==> config.mk <==
export PLATFORM = sky130hd
export DESIGN_NAME = mem_stage
export DESIGN_NICKNAME = d
export VERILOG_FILES = /design/src/rtl/mem_stage.sv
export SDC_FILE = /design/constraint.sdc
export NUM_CORES = 1
export LEC_CHECK = 0
export CAP_MARGIN = 20
export CORE_UTILIZATION = 48
export CTS_CLUSTER_SIZE = 10
export DETAILED_ROUTE_END_ITERATION = 8
export PLACE_DENSITY = 0.85
export SKIP_LAST_GASP = 1
export SLEW_MARGIN = 10
export SYNTH_ARGS = -nofsm -noshare
export SYNTH_HDL_FRONTEND = slang
export SYNTH_SLANG_ARGS = --single-unit
==> constraint.sdc <==
create_clock -name CLK -period 6 [get_ports CLK]
set_input_delay 1.2 -clock CLK [delete_from_list [all_inputs] [get_ports CLK]]
set_output_delay 1.2 -clock CLK [all_outputs]
set_load 0.02 [all_outputs]
==> src/rtl/mem_stage.sv <==
// mem_stage: memory-access pipeline stage with req/ack data bus, load alignment and MEM/WB register
module mem_stage (
    input  logic        CLK,
    input  logic        RST,
    input  logic        in_valid,
    input  logic [31:0] alu_result,
    input  logic [31:0] rs2,
    input  logic        memWrite,
    input  logic        memRead2,
    input  logic [1:0]  mem_size,
    input  logic        mem_sign,
    input  logic        regWrite,
    input  logic [1:0]  rf_wr_sel,
    input  logic [4:0]  wa,
    input  logic [31:0] pc_plus4,
    output logic        d_req,
    output logic        d_we,
    output logic [31:0] d_addr,
    output logic [3:0]  d_be,
    output logic [31:0] d_wdata,
    input  logic        d_ack,
    input  logic [31:0] d_rdata,
    output logic        stall_mem,
    output logic [31:0] mem_wd,
    output logic        wb_valid,
    output logic        wb_regWrite,
    output logic [4:0]  wb_wa,
    output logic [31:0] wb_wd,
    output logic        misalign_err
);
    typedef enum logic {IDLE, WAIT} state_t;
    state_t      st;
    logic [31:0] l_alu, l_wdata;
    logic [3:0]  l_be;
    logic [1:0]  l_size;
    logic [4:0]  l_wa;
    logic        l_we, l_sign, l_rw, l_ld;
    logic        wt, mem_op, mis, go;
    logic [3:0]  be_i;
    logic [31:0] wdata_i, sh, ld_data;
    logic [1:0]  c_off, c_size;
    logic        c_sign;

    assign wt      = st == WAIT;
    assign mem_op  = in_valid & (memWrite | memRead2);
    assign mis     = (mem_size == 2'd1) ? alu_result[0] : mem_size[1] & |alu_result[1:0];
    assign go      = mem_op & ~mis;
    assign be_i    = mem_size[1] ? 4'b1111 : (mem_size[0] ? 4'b0011 : 4'b0001) << alu_result[1:0];
    assign wdata_i = mem_size[1] ? rs2 : mem_size[0] ? {2{rs2[15:0]}} : {4{rs2[7:0]}};

    // While waiting, the bus is driven only from the latched copy so it cannot change mid-transaction
    assign d_req     = ~RST & (wt | go);
    assign d_we      = d_req & (wt ? l_we : memWrite);
    assign d_be      = d_req ? (wt ? l_be : be_i) : 4'b0000;
    assign d_addr    = {(wt ? l_alu[31:2] : alu_result[31:2]), 2'b00};
    assign d_wdata   = wt ? l_wdata : wdata_i;
    assign stall_mem = d_req & ~d_ack;

    assign c_off   = wt ? l_alu[1:0] : alu_result[1:0];
    assign c_size  = wt ? l_size : mem_size;
    assign c_sign  = wt ? l_sign : mem_sign;
    assign sh      = d_rdata >> {c_off, 3'b000};
    assign ld_data = c_size[1] ? sh :
                     c_size[0] ? {{16{c_sign & sh[15]}}, sh[15:0]} : {{24{c_sign & sh[7]}}, sh[7:0]};
    assign mem_wd  = (rf_wr_sel == 2'd0) ? pc_plus4 : alu_result;

    always_ff @(posedge CLK) begin
        if (RST) begin
            st           <= IDLE;
            l_alu        <= '0;
            l_wdata      <= '0;
            l_be         <= '0;
            l_size       <= '0;
            l_wa         <= '0;
            l_we         <= 1'b0;
            l_sign       <= 1'b0;
            l_rw         <= 1'b0;
            l_ld         <= 1'b0;
            wb_valid     <= 1'b0;
            wb_regWrite  <= 1'b0;
            wb_wa        <= '0;
            wb_wd        <= '0;
            misalign_err <= 1'b0;
        end else begin
            if (!wt && go && !d_ack) begin
                st      <= WAIT;
                l_alu   <= alu_result;
                l_wdata <= wdata_i;
                l_be    <= be_i;
                l_size  <= mem_size;
                l_wa    <= wa;
                l_we    <= memWrite;
                l_sign  <= mem_sign;
                l_rw    <= regWrite;
                l_ld    <= rf_wr_sel == 2'd1;
            end else if (wt && d_ack) begin
                st <= IDLE;
            end
            wb_valid     <= ~stall_mem & (wt | in_valid);
            wb_regWrite  <= ~stall_mem & (wt ? l_rw : in_valid & regWrite & ~(mem_op & mis));
            wb_wa        <= stall_mem ? '0 : wt ? l_wa : wa;
            wb_wd        <= stall_mem ? '0 :
                            wt ? (l_ld ? ld_data : l_alu) :
                            (rf_wr_sel == 2'd1) ? ld_data :
                            (rf_wr_sel == 2'd0) ? pc_plus4 : alu_result;
            misalign_err <= ~wt & mem_op & mis;
        end
    end
endmodule
==> flow_metrics.env, run 1 <==
export IMPL_fin_crit_sh_pct=83.06
export IMPL_p_comb_share_pct=27.9
export IMPL_dr_pass1_iters=8
export IMPL_crit_slowest_cell="nor2_1"
export IMPL_finalHoldViolCount=0
export IMPL_crit_path_max_fanout=14
export IMPL_crit_required_ps=4800
export IMPL_numCtsBuffers=17
export IMPL_initial_core_util_pct=48.85
export IMPL_synth_common_cells="286 x nand2_1, 120 x dfxtp_1, 108 x a21oi_1"
export IMPL_cts_resized=0
export IMPL_synth_cell_type_count=60
export IMPL_die_h_um=126.2
export IMPL_ant_nets=0
export IMPL_grt_pass1_wl_um=44080
export IMPL_drt_iter0_markers=1085
export IMPL_yosys_warnings=0
export IMPL_outcome="finished clean"
export IMPL_globalRouteOverflowTotal=0
export IMPL_drive_gt1_share_pct=10.42
export IMPL_p_leak_nw=4.061
export IMPL_synth_edff_count=0
export IMPL_netlist_area_mm2=0.007398
export IMPL_share_seq_of_total_power_pct=33.8
export IMPL_grt_max_degree=84
export IMPL_peakVddDrop_mv=0.1906
export IMPL_postCtsHoldBufs=0
export IMPL_power_density_mw_per_mm2=236.6
export IMPL_die_x_um=126.2
export IMPL_clk_pin_slew_ps=50
export IMPL_muxShareOfSynthArea_pct=17.59
export IMPL_r2r_start="st"
export IMPL_wl_um=28680
export IMPL_hold_path_startpoint="l_we"
export IMPL_clock_fmax_ghz=0.2007
export IMPL_setup_tns_ps=0
export IMPL_vias=8523
export IMPL_ys_top_cells_by_area="dfxtp_1 32%, nand2_1 15%, mux2_2 11%"
export IMPL_drc_errors=0
export IMPL_diodes=0
export IMPL_hpwl_um=19910
export IMPL_synth_xor_area_share_pct=0
export IMPL_gp_congestion=0.9504
export IMPL_synth_top_cell_by_area="dfxtp_1"
export IMPL_fin_nets=1384
export IMPL_grt_pass1_vias=8041
export IMPL_portBuffers=285
export IMPL_clock_skew_final_ps=7.863
export IMPL_final_max_slew_viol_count=0
export IMPL_wire_per_inst_um=19.97
export IMPL_synth_flop_cell="dfxtp_1"
export IMPL_power_frac_clock_pct=38.3
export IMPL_synthToLayoutAreaGrowth_pct=46.07
export IMPL_tritoncts="yes"
export IMPL_clockRootBuffer="clkbuf_16"
export IMPL_yosysSeqAreaShare_pct=32.47
export IMPL_crit_arrival_ps=3780
export IMPL_synthAdderAreaFrac_pct=0
export IMPL_max_cap_violations=0
export IMPL_worstSetupStartpointType="input pin"
export IMPL_synth_compound_area_share_pct=21.75
export IMPL_period_needed_ps=4983
export IMPL_end_kind="primary output"
export IMPL_internal_power_mw=1.809
export IMPL_synth_cells=999
export IMPL_clock_latency_ps=420
export IMPL_via_per_inst=5.935
export IMPL_postCtsSetupBuffers=0
export IMPL_cts_buffer_depth=2
export IMPL_n_fill_cell=1185
export IMPL_cts_htree_levels=4
export IMPL_critical_path_class="input pin to primary output"
export IMPL_synthSimpleGateAreaFrac_pct=21.44
export IMPL_synth_top_family_by_area="compound AO/OA/AOI/OAI gates"
export IMPL_netSwitchingFraction_pct=29.22
export IMPL_crit_start="mem_size[0]"
export IMPL_netlist_area_leader_share_pct=32.47
export IMPL_final_util_pct=71.35
export IMPL_worst_path_largest_cell_delay_ps=720
export IMPL_io_pins=288
export IMPL_antenna_found_initial=0
export IMPL_row_count=45
export IMPL_slew_headroom_pct=25.70
export IMPL_worstMarginPinSlew_ps=1115
export IMPL_clkSinkCount=120
export IMPL_yosysMostFrequentCell="nand2_1"
export IMPL_dieArea_mm2=0.01591
export IMPL_core_mm2=0.01515
export IMPL_synth_seq_cells=120
export IMPL_grt_use_total_pct=35.64
export IMPL_setup_violations=0
export IMPL_cp_cell_sequence="clkdlybuf4s50_1 -> buf_4 -> nor2_1 -> mux2_2 -> mux2_2 -> clkdlybuf4s50_1"
export IMPL_ys_async_sr_fraction_pct=0
export IMPL_p_sw_uw=747.0
export IMPL_avgSynthCellArea_um2=7.406
export IMPL_hp_class="flop to flop"
export IMPL_rsz0062_at_grt="false"
[registers in the layout (all words and copies together), names as in the netlist]
name	flops
l_we	1
misalign_err	1
wb_regWrite	1
st	1
l_rw	1
l_alu	32
wb_wd	32
l_wdata	32
l_ld	1
l_sign	1
l_be	4
wb_valid	1
l_wa	5
l_size	2
wb_wa	5
[final cells by class]
type                    instances  area (um^2)  area share, %
well taps                     188        235.2          2.177
multi-input cells             770         4522          41.84
repair buffers                299         2975          27.53
clock buffers                  24        481.7          4.458
clock inverters                 4        70.07         0.6484
inverters                      31        116.4          1.077
flip-flops and latches        120         2406          22.26
[critical path: cells and delay by family]
family / cells / cell delay [ps]
AND/OR/NAND/NOR: 1 / 720
multiplexers: 2 / 710
buffers and inverters: 3 / 1150
[metal layers]
metal	track usage (%)	wire, um	vias up
met5	0	0	-
met4	18.50	1254	0
met3	10.75	3227	95
met2	58.63	13590	548
met1	41.87	10610	3932
li1	-	-	3948
[worst paths after layout]
check                           slack, ps           to  cells after the start
worst max-delay path                 1020  d_wdata[13]                      6
worst min-delay path                  450         l_we                      2
worst max register to register       2310    wb_wd[26]                      6
worst min register to register        450         l_we                      2
[cell families (layout without fill, tap and decap cells)]
logic type / count (synthesis) / in the layout
compound gates: 259 / 259
buf+inv: 110 / 358
flops: 120 / 120
mux: 117 / 117
other cells: 1 / 2
simple gates: 392 / 392
[stage by stage]
step                      instances  hold WS [ps]  setup slack, ps  cell area [um^2]  power, mW
final                          1436         454.3             1017             10810      2.556
after global routing           1436         477.2            931.4             10810      2.650
after CTS                      1435         453.9             1037             10780      2.552
after detailed placement       1407         446.6             1044             10230      1.578
after global placement         1406         438.4             1130             10220      1.571
after floorplan                1000         432.1             2348              7402      1.240
[power groups by stage]
stage	Clock (mW)	Sequential, mW	Combinational (mW)
2_1_floorplan	0	0.905	0.335
3_3_place_gp	0	0.878	0.693
3_5_place_dp	0	0.879	0.699
4_1_cts	0.985	0.863	0.704
5_1_grt	1.03	0.867	0.755
6_report	0.980	0.863	0.713
[layout by cell type (no fill, tap or decap), types with 11 or more instances in the layout]
cell / instances
a21oi_1: 108
buf_4: 14
clkbuf_16: 17
clkdlybuf4s50_1: 284
dfxtp_1: 119
inv_1: 31
mux2_2: 71
mux2i_1: 42
nand2_1: 286
nor2_1: 61
nor2b_1: 11
o21ai_0: 36
o22ai_1: 39
Power figures use the tool's default switching activity.
==> inputs of run 2 (changes only) <==
CORE_UTILIZATION = 40   (was 48)
PLACE_DENSITY = 0.75   (was 0.85)
clock period = 4 ns   (was 6 ns; I/O delays follow)
==> flow_metrics.env, run 2 (synthesis gave the netlist of run 1 again) <==
export IMPL_hp_class="flop to flop"
export IMPL_setup_violations=0
export IMPL_stdcell_area_mm2=0.01104
export IMPL_reg2reg_setup_slack_ps=900
export IMPL_max_cap_violations=0
export IMPL_fin_hold_ws_ps=451.0
export IMPL_tritoncts="yes"
export IMPL_finalHoldViolCount=0
export IMPL_drc_errors=0
export IMPL_cpMostUsedCell="clkdlybuf4s50_1"
export IMPL_drt_iter0_markers=709
export IMPL_vias=8546
export IMPL_whs_path_depth=2
export IMPL_crit_required_ps=3200
export IMPL_io_pins=288
export IMPL_period_needed_ps=3747
export IMPL_worstMarginPinSlew_ps=948.8
export IMPL_diodes=0
export IMPL_rsz0062_at_grt="false"
export IMPL_crit_family="buffers and inverters"
export IMPL_clock_latency_ps=410
export IMPL_peakVddDrop_mv=0.2839
export IMPL_antenna_found_initial=0
export IMPL_worstSetupStartpointType="input pin"
export IMPL_postCtsSetupBuffers=0
export IMPL_end_kind="primary output"
export IMPL_worst_path_largest_cell_delay_ps=630
export IMPL_outcome="finished clean"
export IMPL_final_cell_mix="286 x nand2_1, 283 x clkdlybuf4s50_1, 119 x dfxtp_1, 108 x a21oi_1, 71 x mux2_2"
export IMPL_synthToLayoutAreaGrowth_pct=49.26
export IMPL_row_count=49
export IMPL_drive_gt1_share_pct=12.00
export IMPL_numCtsBuffers=17
export IMPL_clock_fmax_ghz=0.2669
export IMPL_r2r_start="st"
export IMPL_fin_cells=1496
export IMPL_hold_path_startpoint="l_wdata[23]"
export IMPL_clock_skew_final_ps=10.12
export IMPL_die_x_um=138
export IMPL_crit_buf_inv=3
export IMPL_finalPower_mw=3.985
export IMPL_crit_slowest_cell="clkdlybuf4s50_1"
export IMPL_grt_pass1_vias=8128
export IMPL_p_leak_nw=4.171
export IMPL_grt_max_degree=82
export IMPL_largest_registers="l_alu x32, l_wdata x32, wb_wd x32"
export IMPL_reg2regPathDepth=6
export IMPL_cts_buffer_depth=2
export IMPL_portBuffers=285
export IMPL_power_density_mw_per_mm2=360.9
export IMPL_final_common_cell="nand2_1"
export IMPL_core_mm2=0.01802
export IMPL_slew_headroom_pct=36.75
export IMPL_cts_htree_levels=4
export IMPL_r2r_end="wb_wd[10]"
export IMPL_wire_per_inst_um=19.74
export IMPL_grt_use_total_pct=30.10
export IMPL_clk_pin_slew_ps=50
export IMPL_gp_congestion=0.9201
export IMPL_die_h_um=138
export IMPL_crit_arrival_ps=2950
export IMPL_initial_core_util_pct=41.05
export IMPL_globalRouteOverflowTotal=0
export IMPL_clockRootBuffer="clkbuf_16"
export IMPL_via_per_inst=5.713
export IMPL_final_max_slew_viol_count=0
export IMPL_grt_pass1_wl_um=45510
export IMPL_critical_path_class="input pin to primary output"
export IMPL_cts_resized=0
export IMPL_clkSinkCount=120
export IMPL_dp_cells=1465
export IMPL_placed_cell_area_mm2=0.01044
export IMPL_postCtsHoldBufs=0
export IMPL_ant_nets=0
export IMPL_dr_pass1_iters=8
export IMPL_fin_nets=1400
export IMPL_worst_hold_path_endpoint="l_wdata[23]"
export IMPL_dieArea_mm2=0.01904
export IMPL_crit_path_max_fanout=7
export IMPL_hpwl_um=20830
export IMPL_cp_cell_sequence="clkdlybuf4s50_1 -> o21a_1 -> and3_1 -> o21bai_1 -> buf_4 -> nor3_1 -> clkdlybuf4s50_1"
export IMPL_setup_tns_ps=0
export IMPL_wl_um=29530
export IMPL_fin_crit_sh_pct=93.68
[run 2: cell types whose count changed in the layout (fill, tap and decap cells not counted)]
cell,change
clkinv_4,+1
buf_12,+2
nand3_4,+1
clkbuf_1,-2
clkbuf_8,+1
clkdlybuf4s50_1,-1
buf_16,-1
buf_4,+16
nand3_2,-1
clkinv_2,+2
bufinv_16,+1
[run 2: area by class of cell]
| type | count | area [um^2] |
|---|---|---|
| fill | 1584 | 6982 |
| multi-input combinational | 770 | 4529 |
| timing repair buffer | 315 | 3098 |
| sequential | 120 | 2406 |
| clock buffer | 23 | 488.0 |
| tap | 229 | 286.5 |
| clock inverter | 8 | 118.9 |
| inverter | 31 | 116.4 |
[run 2: routing by layer]
layer	global-route usage (%)	routed length, um
met1	35.76	11460
met4	12.55	1041
met5	0	0
met3	9.803	3125
met2	49.79	13900
[run 2: how the worst max path moves through the flow]
stage	from	endpoint	slack [ps]	cells past startpoint
final	in_valid	d_be[2]	250	7
after CTS	in_valid	d_be[2]	260	7
after global routing	mem_size[0]	d_wdata[25]	140	7
after detailed placement	alu_result[0]	d_be[2]	270	7
after floorplan	mem_size[0]	d_wdata[10]	1150	4
after global placement	mem_size[0]	d_wdata[11]	340	6
[run 2: worst min-delay path: cells and delay by family (launching register included)]
kind	cells	cell delay (ps)
simple gates	1	50
flops	1	300
compound gates	1	50
[run 2: through the flow]
step                      utilization [%]  worst slack [ps]
final                               61.27             252.9
after global routing                61.27             140.3
after CTS                           61.27             260.7
after detailed placement            57.90             273.8
after global placement              57.90             340.6
after floorplan                         -              1148
[run 2: where the power goes]
part           internal (mW)  total [mW]  switching, mW
Sequential              1.26        1.29         0.0351
Clock                   1.04        1.60          0.564
Combinational          0.517        1.09          0.570
